File: config.mk
export PLATFORM = sky130hd
export DESIGN_NAME = prim_gf_inv
export DESIGN_NICKNAME = d
export VERILOG_FILES = /design/src/rtl/prim_gf_inv.sv
export SDC_FILE = /design/constraint.sdc
export NUM_CORES = 1
export LEC_CHECK = 0
export BUFFER_PORTS_ARGS = -buffer_cell sky130_fd_sc_hd__buf_4
export CAP_MARGIN = 15
export CORE_UTILIZATION = 40
export CTS_BUF_LIST = sky130_fd_sc_hd__clkbuf_8
export CTS_CLUSTER_SIZE = 14
export DETAILED_ROUTE_END_ITERATION = 7
export SYNTH_ARGS = -nofsm -noshare
export SYNTH_HDL_FRONTEND = slang
export SYNTH_SLANG_ARGS = --single-unit
File: constraint.sdc
create_clock -name clk_i -period 4.35 [get_ports clk_i]
set_input_delay 0.435 -clock clk_i [delete_from_list [all_inputs] [get_ports clk_i]]
set_output_delay 0.435 -clock clk_i [all_outputs]
set_load 0.05 [all_outputs]
File: src/rtl/prim_gf_inv.sv
// prim_gf_inv: iterative multiplicative inverter over GF(2^Width).
//
// Computes a^-1 = a^(2^Width - 2) by Fermat square-and-multiply. One shared
// shift-and-reduce multiplier performs one squaring or one multiplication
// per cycle. Zero in gives zero out; there is no error flag.
//
// Optional feature macro: PRIM_GF_INV_DIV_EN
//   defined   -> a final multiply by the captured dividend is added, so the
//                result is operand_b_i * operand_a_i^-1 (one extra cycle).
//   undefined -> the result is operand_a_i^-1 and operand_b_i is unused.
//
// Parameters:
//   Width  field degree (>= 2)
//   IPoly  low Width bits of the irreducible polynomial (x^Width implicit)
//
// Ports:
//   clk_i        clock
//   rst_ni       asynchronous active-low reset
//   req_i        start request, sampled only while idle
//   operand_a_i  value to invert, captured on acceptance
//   operand_b_i  dividend, captured with operand_a_i (divide mode only)
//   busy_o       high while squaring/multiplying
//   ack_o        one-cycle pulse, inv_o valid
//   inv_o        result register, held until the next ack_o

module prim_gf_inv #(
    parameter int unsigned      Width = 32,
    parameter logic [Width-1:0] IPoly = Width'(32'h0000_8299)
) (
    input  logic             clk_i,
    input  logic             rst_ni,
    input  logic             req_i,
    input  logic [Width-1:0] operand_a_i,
    input  logic [Width-1:0] operand_b_i,
    output logic             busy_o,
    output logic             ack_o,
    output logic [Width-1:0] inv_o
);

    localparam int unsigned CntW = $clog2(Width);

`ifdef PRIM_GF_INV_DIV_EN
    localparam int unsigned StateW = 3;
`else
    localparam int unsigned StateW = 2;
`endif

    typedef enum logic [StateW-1:0] {
        ST_IDLE = StateW'(0),
        ST_SQR  = StateW'(1),
        ST_MUL  = StateW'(2),
        ST_DONE = StateW'(3)
`ifdef PRIM_GF_INV_DIV_EN
        ,
        ST_FIN  = StateW'(4)
`endif
    } state_e;

    // Field multiply: shift-and-reduce of x, accumulated over the set bits of y.
    function automatic logic [Width-1:0] gf_mul(input logic [Width-1:0] x,
                                                input logic [Width-1:0] y);
        logic [Width-1:0] prod;
        logic [Width-1:0] term;
        prod = '0;
        term = x;
        for (int unsigned i = 0; i < Width; i++) begin
            if (y[i]) begin
                prod = prod ^ term;
            end
            term = term[Width-1] ? ((term << 1) ^ IPoly) : (term << 1);
        end
        return prod;
    endfunction

    state_e           state_q, state_d;
    logic [Width-1:0] sq_q, sq_d;
    logic [Width-1:0] acc_q, acc_d;
    logic [CntW-1:0]  cnt_q, cnt_d;
    logic [Width-1:0] inv_q, inv_d;
    logic             ack_q, ack_d;
    logic             busy_q, busy_d;

    logic [Width-1:0] mul_x_c;
    logic [Width-1:0] mul_y_c;
    logic [Width-1:0] mul_res_c;

`ifdef PRIM_GF_INV_DIV_EN
    logic [Width-1:0] b_q, b_d;
`else
    // Dividend has no consumer without the divide stage.
    logic unused_operand_b;
    assign unused_operand_b = ^operand_b_i;
`endif

    // Operand mux into the shared multiplier.
    always_comb begin
        mul_x_c = sq_q;
        mul_y_c = sq_q;
        unique case (state_q)
            ST_MUL: begin
                mul_x_c = acc_q;
                mul_y_c = sq_q;
            end
`ifdef PRIM_GF_INV_DIV_EN
            ST_FIN: begin
                mul_x_c = acc_q;
                mul_y_c = b_q;
            end
`endif
            default: begin
                mul_x_c = sq_q;
                mul_y_c = sq_q;
            end
        endcase
    end

    assign mul_res_c = gf_mul(mul_x_c, mul_y_c);

    // Next-state and datapath update.
    always_comb begin
        state_d = state_q;
        sq_d    = sq_q;
        acc_d   = acc_q;
        cnt_d   = cnt_q;
        inv_d   = inv_q;
`ifdef PRIM_GF_INV_DIV_EN
        b_d     = b_q;
`endif

        unique case (state_q)
            ST_IDLE: begin
                if (req_i) begin
                    sq_d    = operand_a_i;
                    acc_d   = Width'(1);
                    cnt_d   = CntW'(1);
`ifdef PRIM_GF_INV_DIV_EN
                    b_d     = operand_b_i;
`endif
                    state_d = ST_SQR;
                end
            end
            ST_SQR: begin
                sq_d    = mul_res_c;
                state_d = ST_MUL;
            end
            ST_MUL: begin
                // After k passes acc holds a^(2^(k+1)-2); Width-1 passes give a^-1.
                acc_d = mul_res_c;
                if (cnt_q == CntW'(Width - 1)) begin
`ifdef PRIM_GF_INV_DIV_EN
                    state_d = ST_FIN;
`else
                    inv_d   = mul_res_c;
                    state_d = ST_DONE;
`endif
                end else begin
                    cnt_d   = cnt_q + CntW'(1);
                    state_d = ST_SQR;
                end
            end
`ifdef PRIM_GF_INV_DIV_EN
            ST_FIN: begin
                acc_d   = mul_res_c;
                inv_d   = mul_res_c;
                state_d = ST_DONE;
            end
`endif
            ST_DONE: begin
                state_d = ST_IDLE;
            end
            default: begin
                state_d = ST_IDLE;
            end
        endcase
    end

    // Outputs are registered from the next state so they line up with it.
    always_comb begin
        ack_d  = (state_d == ST_DONE);
        busy_d = (state_d != ST_IDLE) && (state_d != ST_DONE);
    end

    // State and datapath registers.
    always_ff @(posedge clk_i or negedge rst_ni) begin
        if (!rst_ni) begin
            state_q <= ST_IDLE;
            sq_q    <= '0;
            acc_q   <= '0;
            cnt_q   <= '0;
            inv_q   <= '0;
            ack_q   <= 1'b0;
            busy_q  <= 1'b0;
        end else begin
            state_q <= state_d;
            sq_q    <= sq_d;
            acc_q   <= acc_d;
            cnt_q   <= cnt_d;
            inv_q   <= inv_d;
            ack_q   <= ack_d;
            busy_q  <= busy_d;
        end
    end

`ifdef PRIM_GF_INV_DIV_EN
    // Captured dividend.
    always_ff @(posedge clk_i or negedge rst_ni) begin
        if (!rst_ni) begin
            b_q <= '0;
        end else begin
            b_q <= b_d;
        end
    end
`endif

    assign busy_o = busy_q;
    assign ack_o  = ack_q;
    assign inv_o  = inv_q;

endmodule

### Yosys cells after proc, flatten, opt, wreduce, memory -nomap -nowiden

Cells that the tools add are included.

* flip-flop bits (word level): 105
* output and inout port bits: 34
* logic and storage cells: 161
* input bits: 67

* reductions and logical operators: 9
* add/sub/neg operators: 1
* equal/unequal tests: 8
* multiplexer cells: 74
* bitwise operators: 62

Operators by type and width (count)
* $mux W32: 35
* $xor A32 B32 Y32: 31
* $mux W16: 31
* $not A6 Y6: 31
* $pmux W32 S2: 2
* $mux W5: 2
* $pmux W5 S2: 1
* $pmux W2 S4: 1
* $eq A2 B2 Y1 const B: 3
* $ne A2 B2 Y1 const B: 3
* $reduce_and A2 Y1: 3
* $reduce_bool A2 Y1: 3
* $add A5 B1 Y5 const B: 1
* $eq A5 B5 Y1 const B: 1
* $mux W2: 2
* $reduce_and A3 Y1: 1
* $eq A2 B1 Y1 const B: 1
* $logic_not A2 Y1: 1
* $logic_and A1 B1 Y1: 1

### Longest topological paths before layout

Gate-level depths: netlist of the first run.

* depth in word-level cells: 67
* mapped depth: 17
* depth with buffers taken out: 11

### Worst setup path before layout of the first run

OpenSTA, ideal clock, no wires.

* path kind: reg2reg
* from: register state_q[1]
* to: register sq_q[15], in the netlist mul_y_c[15]
* setup time: 0.126 ns
* buffers on the path: 2
* data required time: 4.224 ns
* arrival: 3.600 ns
* period minus slack after synthesis: 3.726 ns
* cell stages (with the launch flop): 14
* slack: 0.624 ns
* cell sequence: dfrtp_1 > buf_4 > nand2b_4 > buf_12 > mux2i_1 > xnor3_1 > xor2_1 > nand2_1 > xnor2_1 > xnor2_1 > xnor3_1 > xnor3_1 > xnor2_1 > a221o_1

* word-level cells in the longest chain between the ends: 67
* elaborated cells between the ends (all ways): 133
* classes of those cells: eq/ne (3); mux (65); bitwise (62); reduce/logical (3)

Ends and longest elaborated chain
* start, declared: line 75 `state_e state_q, state_d;`
* start signal, assigned: line 194 `state_q <= state_d;`
* $eq A2 B2 Y1: line 99 `unique case (state_q)`
* $mux W32: line 99
* $not A6 Y6 (no line)
* $mux W16: line 70 `term = term[Width-1] ? ((term << 1) ^ IPoly) : (term << 1);`
* $xor A32 B32 Y32: line 68 `prod = prod ^ term;`
* $mux W32: line 67 `if (y[i]) begin`
* $xor A32 B32 Y32: line 68
* $mux W32: line 67
* (+51 left out)
* $mux W32: line 67
* $xor A32 B32 Y32: line 68
* $mux W32: line 67
* $xor A32 B32 Y32: line 68
* $mux W32: line 67
* $xor A32 B32 Y32: line 68
* $mux W32: line 67
* $pmux W32 S2: line 130 `unique case (state_q)`
* end signal, assigned: line 195 `sq_q <= sq_d;`
* end, declared: line 76 `logic [Width-1:0] sq_q, sq_d;`

Parallel ways exist; a longest one is shown, timed or not.
A chain may end at the register's enable or synchronous reset.

### Worst setup path in the final report of the first run

* from: register state_q[0]
* to: register acc_q[19]

* word-level cells in the longest chain between the ends: 66
* elaborated cells between the ends (all ways): 124
* classes of those cells: eq/ne (2); mux (61); bitwise (58); reduce/logical (3)

Ends and longest elaborated chain
* $eq A2 B2 Y1: line 99, 130
* $mux W32: line 99
* $mux W32: line 67
* $xor A32 B32 Y32: line 68
* $mux W32: line 67
* $xor A32 B32 Y32: line 68
* $mux W32: line 67
* $xor A32 B32 Y32: line 68
* (+50 left out)
* $mux W32: line 67
* $xor A32 B32 Y32: line 68
* $mux W32: line 67
* $xor A32 B32 Y32: line 68
* $mux W32: line 67
* $xor A32 B32 Y32: line 68
* $mux W32: line 67
* $pmux W32 S2: line 130
* end signal, assigned: line 188 `acc_q <= '0;`
* end signal, assigned: line 196 `acc_q <= acc_d;`
* end, declared: line 77 `logic [Width-1:0] acc_q, acc_d;`

Parallel ways exist; a longest one is shown, timed or not.

==> results of run 1 <==
-- worst max path at each step --
stage                            from           to  slack (ns)  cells past startpoint
after floorplan            state_q[1]  mul_y_c[15]        0.62                     13
after global placement    mul_y_c[30]  mul_y_c[15]        0.16                     11
after detailed placement   state_q[0]  mul_y_c[10]        0.09                     13
after CTS                  state_q[0]  mul_y_c[10]        0.09                     13
after global routing       state_q[0]  mul_y_c[15]      -0.003                     13
final                      state_q[0]    acc_q[19]        0.04                     13
-- cells in the final DEF, fill, tap and decap left out, types with 11 or more instances in the layout --
master and instances:
o21ai_1 25, o21ai_0 40, mux2i_4 16, xnor3_1 67
xnor2_1 838, o22ai_1 20, nor2b_1 23, a21oi_1 45
buf_4 253, nor2_1 28, xor2_1 245, nand2_1 1049
o221ai_1 11, o22a_1 18, mux2i_2 12, mux2i_1 26
dfrtp_1 100, mux2_2 36, inv_1 13
-- through the flow --
stage / cell area (um^2) / setup slack [ns] / std cells / hold slack (ns) / TNS (ns)
after global placement: 23800 / 0.161 / 3661 / 0.466 / 0
after detailed placement: 23800 / 0.0918 / 3661 / 0.473 / 0
after global routing: 24100 / -0.00292 / 3677 / 0.219 / -0.00292
after CTS: 24000 / 0.0857 / 3677 / 0.182 / 0
final: 24100 / 0.0441 / 3677 / 0.159 / 0
after floorplan: 21900 / 0.624 / 2949 / 0.139 / 0
-- state kept, by name, summed over array words and instances (netlist names) --
name     cells
acc_q       32
ack_o        1
busy_o       1
cnt_q        5
inv_o       32
mul_y_c     32
state_q      2
-- logic make-up after synthesis --
kind of cell | Yosys count | synth area share
adder cells (fa/ha/maj) | 3 | 0.00172
multiplexers | 93 | 0.0551
AND/OR/NAND/NOR | 1128 | 0.200
flip-flops | 105 | 0.120
XOR/XNOR | 1171 | 0.518
buffers and inverters | 255 | 0.0487
AO/OA/AOI/OAI | 194 | 0.0563
-- final cells by class --
class,instances,share of cell area
clock buffers,10,0.00572
inverters,11,0.00172
clock inverters,6,0.00348
multi-input cells,2589,0.758
flip-flops and latches,105,0.109
well taps,696,0.0362
repair buffers,260,0.0851
-- per-layer routing --
layer	GRT usage	vias up	wire, um
li1	-	9159	-
met1	0.447	9948	37300
met2	0.494	1319	39400
met3	0.0381	206	9570
met4	0.117	0	3530
met5	0	-	0
==> metrics.txt, run 1 <==
FMAX=0.232 GHz; Worst-path clk slew=0.11 ns; CTS Hold Buffers Added=0; synthesized area=21900 um^2; largest area contributor in the netlist=xnor2_1; DRC viols=0; Tot GR Track Use=0.317; final setup fails=0; CTS tree=built; die footprint=55600 um^2; Reg2Reg Depth=13; post-synth top area share=0.338; Util after Layout=0.446; area grow syn2layout=10.1%; DRT antenna net count=0; Setup CP Type=flip-flop to flip-flop; CP arrival=4.56 ns; initial antenna violation count=0; Setup Skew=0.0139 ns; Final min period=4.31 ns; CP required=4.61 ns; Distinct cells, synth=49; drt wl/cell=24.4 um; Skew-Pair Late Insertion Delay=0.40 ns; startpoint types=flip-flop; post-cts gate resize count=0; Fillers=5310; Synth area leaders=xnor2_1 34%, nand2_1 18%, dfrtp_1 12%; global-route wire length before repair=132000 um; # nets final=3046; Critical-path top delay cell=xnor3_1; Register Area=2630 um^2; dpl hpwl=63800 um; count leader, synth=nand2_1; R2R Setup Slk=0.04 ns; area of the core=53900 um^2; antenna cells=0; Main synth FF type=dfrtp_1; CP peak stage delay=0.52 ns; Syn Nets=3019; WL final=89700 um; Worst path top cell family by delay=XOR/XNOR gates; H-tree depth=3; total I/O pin count=101; final hold violation count=0; Die Wd=236 um; run status=finished, final reports clean; Reg-to-Reg End=acc_q[19]; clk buf depth=2; port bufs=68; DIE HEIGHT=236 um; Syn Inst Count=2949; top cells by count, synth=1050 x nand2_1, 843 x xnor2_1, 247 x xor2_1; share of cells above drive strength 1=0.124; CP Cell Sequence=nand2b_4, buf_12, mux2i_4, buf_4, buf_4, xor2_1, nand2_1, xnor2_1, xnor2_1, xnor3_1, xnor2_1, xnor2_1, o22ai_1; slew of the pin with the lowest slew margin=1.06 ns; grt ovf=0; Iter 0 DRT Violations=2293; Root Buffer=clkbuf_8; Setup Buffers After CTS=0; sequential share of the synthesized area=0.120; final slew viol count=0; Initial Utilization=0.405; largest net degree at the start of global routing=72; Vias per Instance=5.61; async set-reset flop share out of synthesis=1.00; CP Max Fanout=21; # rows=85; CTS Buf Count=9; Syn Area/Cell=7.41 um^2; warnings from Yosys=0; max-cap violation count=0; crit path buf inv count=3; reg-to-reg startpoint=state_q[0]; Final Wtd Congestion=1.01; TritonCTS Sinks=105; via count of the first global-routing pass=19300; Vias=20600; Slew HR=0.289; crit end category=flip-flop; final period utilization=0.990; cell mode on critical path=xnor2_1; area taken by multi-input logic gates=18200 um^2; number of enable flip-flop cells after synthesis=0; drt first pass iters=5; Worst Hold Class=input port to asynchronous set/reset pin; #FFs+latches synth=105
Power of run 1 is left out: the tool's default activity adds up to more than one toggle a clock period on the data nets, which glitch-free logic cannot reach.
==> run 2: changes to the inputs <==
--- a/config.mk
+++ b/config.mk
@@ -7,10 +7,14 @@
 export LEC_CHECK = 0
 export BUFFER_PORTS_ARGS = -buffer_cell sky130_fd_sc_hd__buf_4
 export CAP_MARGIN = 15
+export CELL_PAD_IN_SITES_DETAIL_PLACEMENT = 0
+export CELL_PAD_IN_SITES_GLOBAL_PLACEMENT = 1
 export CORE_UTILIZATION = 40
 export CTS_BUF_LIST = sky130_fd_sc_hd__clkbuf_8
 export CTS_CLUSTER_SIZE = 14
 export DETAILED_ROUTE_END_ITERATION = 7
+export PLACE_DENSITY_LB_ADDON = 0.1
+export SKIP_CTS_REPAIR_TIMING = 1
 export SYNTH_ARGS = -nofsm -noshare
 export SYNTH_HDL_FRONTEND = slang
 export SYNTH_SLANG_ARGS = --single-unit
==> run 2 against run 1 <==
Sequential share of layout area shrank 0.30 points. Critical path depth rose by 2. Worst hold slack improved by 0.22 ns. Fmax grew 0.76%. Non-clock buffer count is 89 higher. Register-to-register slack improved by 0.03 ns. Count of clock-buffer cells in the layout down 1. Final cell count is 2.4% higher. First-iteration DRC count fell by 18%. Via count down 0.85%. Global-route usage up 3.7 points. Routed wire length up 11%.
==> metrics.txt, run 2 (synthesis results as in run 1) <==
dpl hpwl=72000 um (+13%); Slew HR=0.303 (+0.0147); area grow syn2layout=13.7%; Skew-Pair Late Insertion Delay=0.39 ns (about the same); Design Area, Final=24800 um^2 (+3.3%); WL final=99600 um (+11%); # nets final=3135 (+2.9%); most frequent cells in the layout=1049 x nand2_1, 838 x xnor2_1, 331 x buf_4; max-cap violation count=0 (unchanged); drt first pass iters=6 (+1); share of cells above drive strength 1=0.154 (+0.0296); Vias per Instance=5.43 (-3.2%); crit end category=flip-flop; WHS=0.377 ns (+0.218 ns); DRC viols=0 (unchanged); global-route wire length before repair=144000 um (+8.8%); DRT antenna net count=0 (unchanged); via count of the first global-routing pass=19700 (+2.4%); CP Max Fanout=23 (+9.5%); final period utilization=0.982 (-0.00746); TritonCTS Sinks=105 (unchanged); Root Buffer=clkbuf_8; dpl cells=3742 (+2.2%); Iter 0 DRT Violations=1872 (-18%); worst slack, placed=-0.159 ns (-0.251 ns); CTS tree=built; final cell count without fillers=3767 (+2.4%); Hold Startpoint=operand_a_i[7]; most common cell after layout, fill and taps aside=nand2_1; final setup fails=0 (unchanged); Die Wd=236 um (unchanged); slew of the pin with the lowest slew margin=1.04 ns (-0.0220 ns); Tot GR Track Use=0.355 (+0.0374); reg-to-reg startpoint=mul_y_c[29]; H-tree depth=3 (unchanged); Final min period=4.27 ns (-0.0325 ns); CP required=4.62 ns (about the same); Setup CP Type=flip-flop to flip-flop; drt wl/cell=26.4 um (+8.3%); Worst Hold Class=input port to flip-flop; setup ws final=0.0766 ns (+0.0325 ns); grt ovf=0 (unchanged); Vias=20500 (-0.85%); CP arrival=4.55 ns (about the same); Initial Utilization=0.405 (unchanged); DIE HEIGHT=236 um (unchanged); Setup Skew=0.0156 ns (+0.00163 ns); Worst setup startpoint=mul_y_c[29]; Worst-path clk slew=0.11 ns (about the same); final slew viol count=0 (unchanged); Final Wtd Congestion=0.998 (-0.97%); port bufs=68 (unchanged); clk buf depth=2 (unchanged); area taken by multi-input logic gates=18300 um^2 (+0.25%); CTS Buf Count=9 (unchanged); run status=finished, final reports clean; FMAX=0.234 GHz (+0.76%); largest net degree at the start of global routing=61 (-15%); area of the core=53900 um^2 (unchanged); Register Area=2650 um^2 (+0.43%); die footprint=55600 um^2 (unchanged); startpoint types=flip-flop; final hold violation count=0 (unchanged); RSZ-0062 raised after global routing=false; # rows=85 (unchanged); total I/O pin count=101 (unchanged); Fillers=5534 (+4.2%); initial antenna violation count=0 (unchanged); placed instance area=24500 um^2 (+3.0%)
==> run 2: cell count changes in the layout (fill, tap and decap cells not counted), sizes merged <==
cell,delta
dlygate4sd3,+1
inv,+2
buf,+87
clkinv,+1
diode,+1
bufinv,-2
==> run 2: worst paths after layout <==
check,endpoint,slack (ns),cells after the start
setup / recovery,mul_y_c[15],0.08,15
hold / removal,mul_y_c[7],0.38,3
setup reg to reg,mul_y_c[15],0.08,15
hold reg to reg,inv_o[26],0.50,2
max in group asynchronous,mul_y_c[16],2.79,3
min in group asynchronous,mul_y_c[1],0.52,2
==> run 2: metrics by stage <==
stage                     TNS, ns  utilization
after floorplan                 0            -
after global placement     -0.357        0.454
after detailed placement   -0.471        0.454
after CTS                  -0.639        0.458
after global routing            0        0.461
final                           0        0.461
==> run 2: routing by layer <==
| layer | global-route usage | part of all wire | vias to the layer above |
|---|---|---|---|
| met5 | 0 | 0 | - |
| li1 | - | - | 9331 |
| met1 | 0.471 | 0.42 | 10100 |
| met3 | 0.0252 | 0.057 | 180 |
| met2 | 0.580 | 0.46 | 826 |
| met4 | 0.179 | 0.056 | 0 |
==> run 2: critical path, cell delays in order (launching register included) <==
cell and delay (ns):
dfrtp_2 0.56, buf_4 0.24, xnor3_1 0.33, mux2i_1 0.38, xor2_1 0.12, buf_4 0.20, xnor2_2 0.25, buf_4 0.39
xor2_1 0.31, nand2_1 0.11, xor2_1 0.18, xnor2_1 0.18, xnor3_1 0.26, xnor2_1 0.15, buf_4 0.18, a221o_1 0.32
==> run 2: cell type report <==
type                       instances  area share
multi-input combinational       2589       0.736
inverter                          11     0.00166
clock buffer                       9     0.00499
sequential                       105       0.106
antenna                            1    0.000101
clock inverter                     7     0.00252
timing repair buffer             349       0.113
tap                              696      0.0351
Power of run 2 is left out for the same reason.
==> run 3: changes to the inputs <==
--- a/config.mk
+++ b/config.mk
@@ -14,6 +14,7 @@
 export CTS_CLUSTER_SIZE = 14
 export DETAILED_ROUTE_END_ITERATION = 7
 export PLACE_DENSITY_LB_ADDON = 0.1
+export REMOVE_ABC_BUFFERS = 1
 export SKIP_CTS_REPAIR_TIMING = 1
 export SYNTH_ARGS = -nofsm -noshare
 export SYNTH_HDL_FRONTEND = slang
==> run 3 against run 2 <==
Sequential share of layout area about the same. Worst hold slack got worse by 0.36 ns. Final area fell by 0.48%. Die area is the same. Clock skew is 0.0013 ns higher. First-iteration DRC count increased by 16%. Critical path type unchanged. Critical endpoint unchanged. Largest cell class unchanged. Highest routed layer unchanged.
==> metrics.txt, run 3 (synthesis results as in run 1) <==
Worst path top cell family by delay=XOR/XNOR gates; CP arrival=4.60 ns (+0.05 ns); grt ovf=0 (unchanged); DRT antenna net count=0 (unchanged); FMAX=0.236 GHz (+0.68%); Fillers=5517 (-0.31%); Vias per Instance=5.42 (-0.18%); Skew-Pair Late Insertion Delay=0.41 ns (+0.02 ns); final period utilization=0.976 (-0.00664); global-route wire length before repair=140000 um (-2.6%); Initial Utilization=0.405 (unchanged); Tot GR Track Use=0.343 (-0.0115); RSZ-0062 raised after global routing=false; cell mode on critical path=xnor3_1; run status=finished, final reports clean; Worst Hold Class=input port to asynchronous set/reset pin; slew of the pin with the lowest slew margin=1.16 ns (+0.119 ns); Register Area=2640 um^2 (-0.28%); # nets final=3122 (-0.41%); drt wl/cell=25.8 um (-2.2%); CP peak stage delay=0.65 ns (+0.09 ns); final slew viol count=0 (unchanged); WL final=97000 um (-2.5%); Reg2Reg Depth=12 (-3); Die Wd=236 um (unchanged); area taken by multi-input logic gates=18200 um^2 (-0.25%); share of cells above drive strength 1=0.147 (-0.00687); Setup CP Type=flip-flop to flip-flop; # rows=85 (unchanged); reg-to-reg startpoint=acc_q[30]; Critical-path top delay cell=dfrtp_1; Final Wtd Congestion=0.951 (-4.7%); startpoint types=flip-flop; TritonCTS Sinks=105 (unchanged); crit end category=flip-flop; clk buf depth=2 (unchanged); Worst-path clk slew=0.11 ns (about the same); drt first pass iters=5 (-1); most common cell after layout, fill and taps aside=nand2_1; WHS=0.0180 ns (-0.359 ns); Final min period=4.24 ns (-0.0289 ns); R2R Setup Slk=0.11 ns (+0.03 ns); Setup Skew=0.0169 ns (+0.00129 ns); Root Buffer=clkbuf_8; Slew HR=0.224 (-0.0796); via count of the first global-routing pass=18900 (-4.0%); initial antenna violation count=1 (+1); Reg-to-Reg End=mul_y_c[15]; final hold violation count=0 (unchanged); Iter 0 DRT Violations=2167 (+16%); CTS Buf Count=9 (unchanged); area of the core=53900 um^2 (unchanged); DIE HEIGHT=236 um (unchanged); H-tree depth=3 (unchanged); dpl hpwl=70200 um (-2.5%); CTS tree=built; Vias=20400 (-0.52%); most frequent cells in the layout=1049 x nand2_1, 839 x xnor2_1, 320 x buf_4; die footprint=55600 um^2 (unchanged); area grow syn2layout=13.1%; CP required=4.71 ns (+0.09 ns); port bufs=68 (unchanged); CP Max Fanout=9 (-61%); total I/O pin count=101 (unchanged); crit path buf inv count=1 (-3); largest net degree at the start of global routing=46 (-25%); CP Cell Sequence=xnor3_1, mux2i_1, xor2_1, buf_4, xnor2_2, nand2_1, xnor3_1, xnor2_1, xnor3_1, xnor3_1, xnor2_1, a221o_1; max-cap violation count=0 (unchanged); DRC viols=0 (unchanged); final setup fails=0 (unchanged)
[run 3: metrics by stage]
step	setup WS [ns]	instances	setup TNS, ns	util	area (um^2)
after floorplan	-2.58	2705	-179.65	-	20800
after global placement	0.156	3731	0	0.453	24400
after detailed placement	0.155	3731	0	0.453	24400
after CTS	0.115	3747	0	0.457	24600
after global routing	0.0339	3753	0	0.458	24700
final	0.105	3754	0	0.458	24700
[run 3: layer usage]
layer,GRT usage,up-vias,share of wire
met4,0.0608,0,0.015
met1,0.522,10000,0.47
li1,-,9307,-
met5,0,-,0
met2,0.510,920,0.43
met3,0.0510,82,0.091
[run 3: how the worst max path moves through the flow]
| stage | from | end | depth (start not counted) |
|---|---|---|---|
| after global routing | state_q[0] | inv_o[9] | 14 |
| after global placement | state_q[0] | mul_y_c[4] | 14 |
| after floorplan | state_q[0] | mul_y_c[15] | 11 |
| final | acc_q[30] | mul_y_c[15] | 12 |
| after CTS | state_q[0] | mul_y_c[4] | 14 |
| after detailed placement | state_q[0] | mul_y_c[4] | 14 |
[run 3: final cells by class]
type,count,share of cell area
Sequential cell,105,0.107
Antenna cell,1,0.000101
Clock buffer,11,0.00612
Inverter,11,0.00167
Multi-Input combinational cell,2589,0.738
Clock inverter,5,0.00243
Timing Repair Buffer,336,0.110
Tap cell,696,0.0352
[run 3: worst register-to-register path, stage by stage, from the launching register on]
cell and delay, ns:
dfrtp_1 0.65, xnor3_1 0.50, mux2i_1 0.40, xor2_1 0.25, buf_4 0.16, xnor2_2 0.12
nand2_1 0.11, xnor3_1 0.24, xnor2_1 0.18, xnor3_1 0.50, xnor3_1 0.41, xnor2_1 0.45
a221o_1 0.22
Power of run 3 is left out for the same reason.
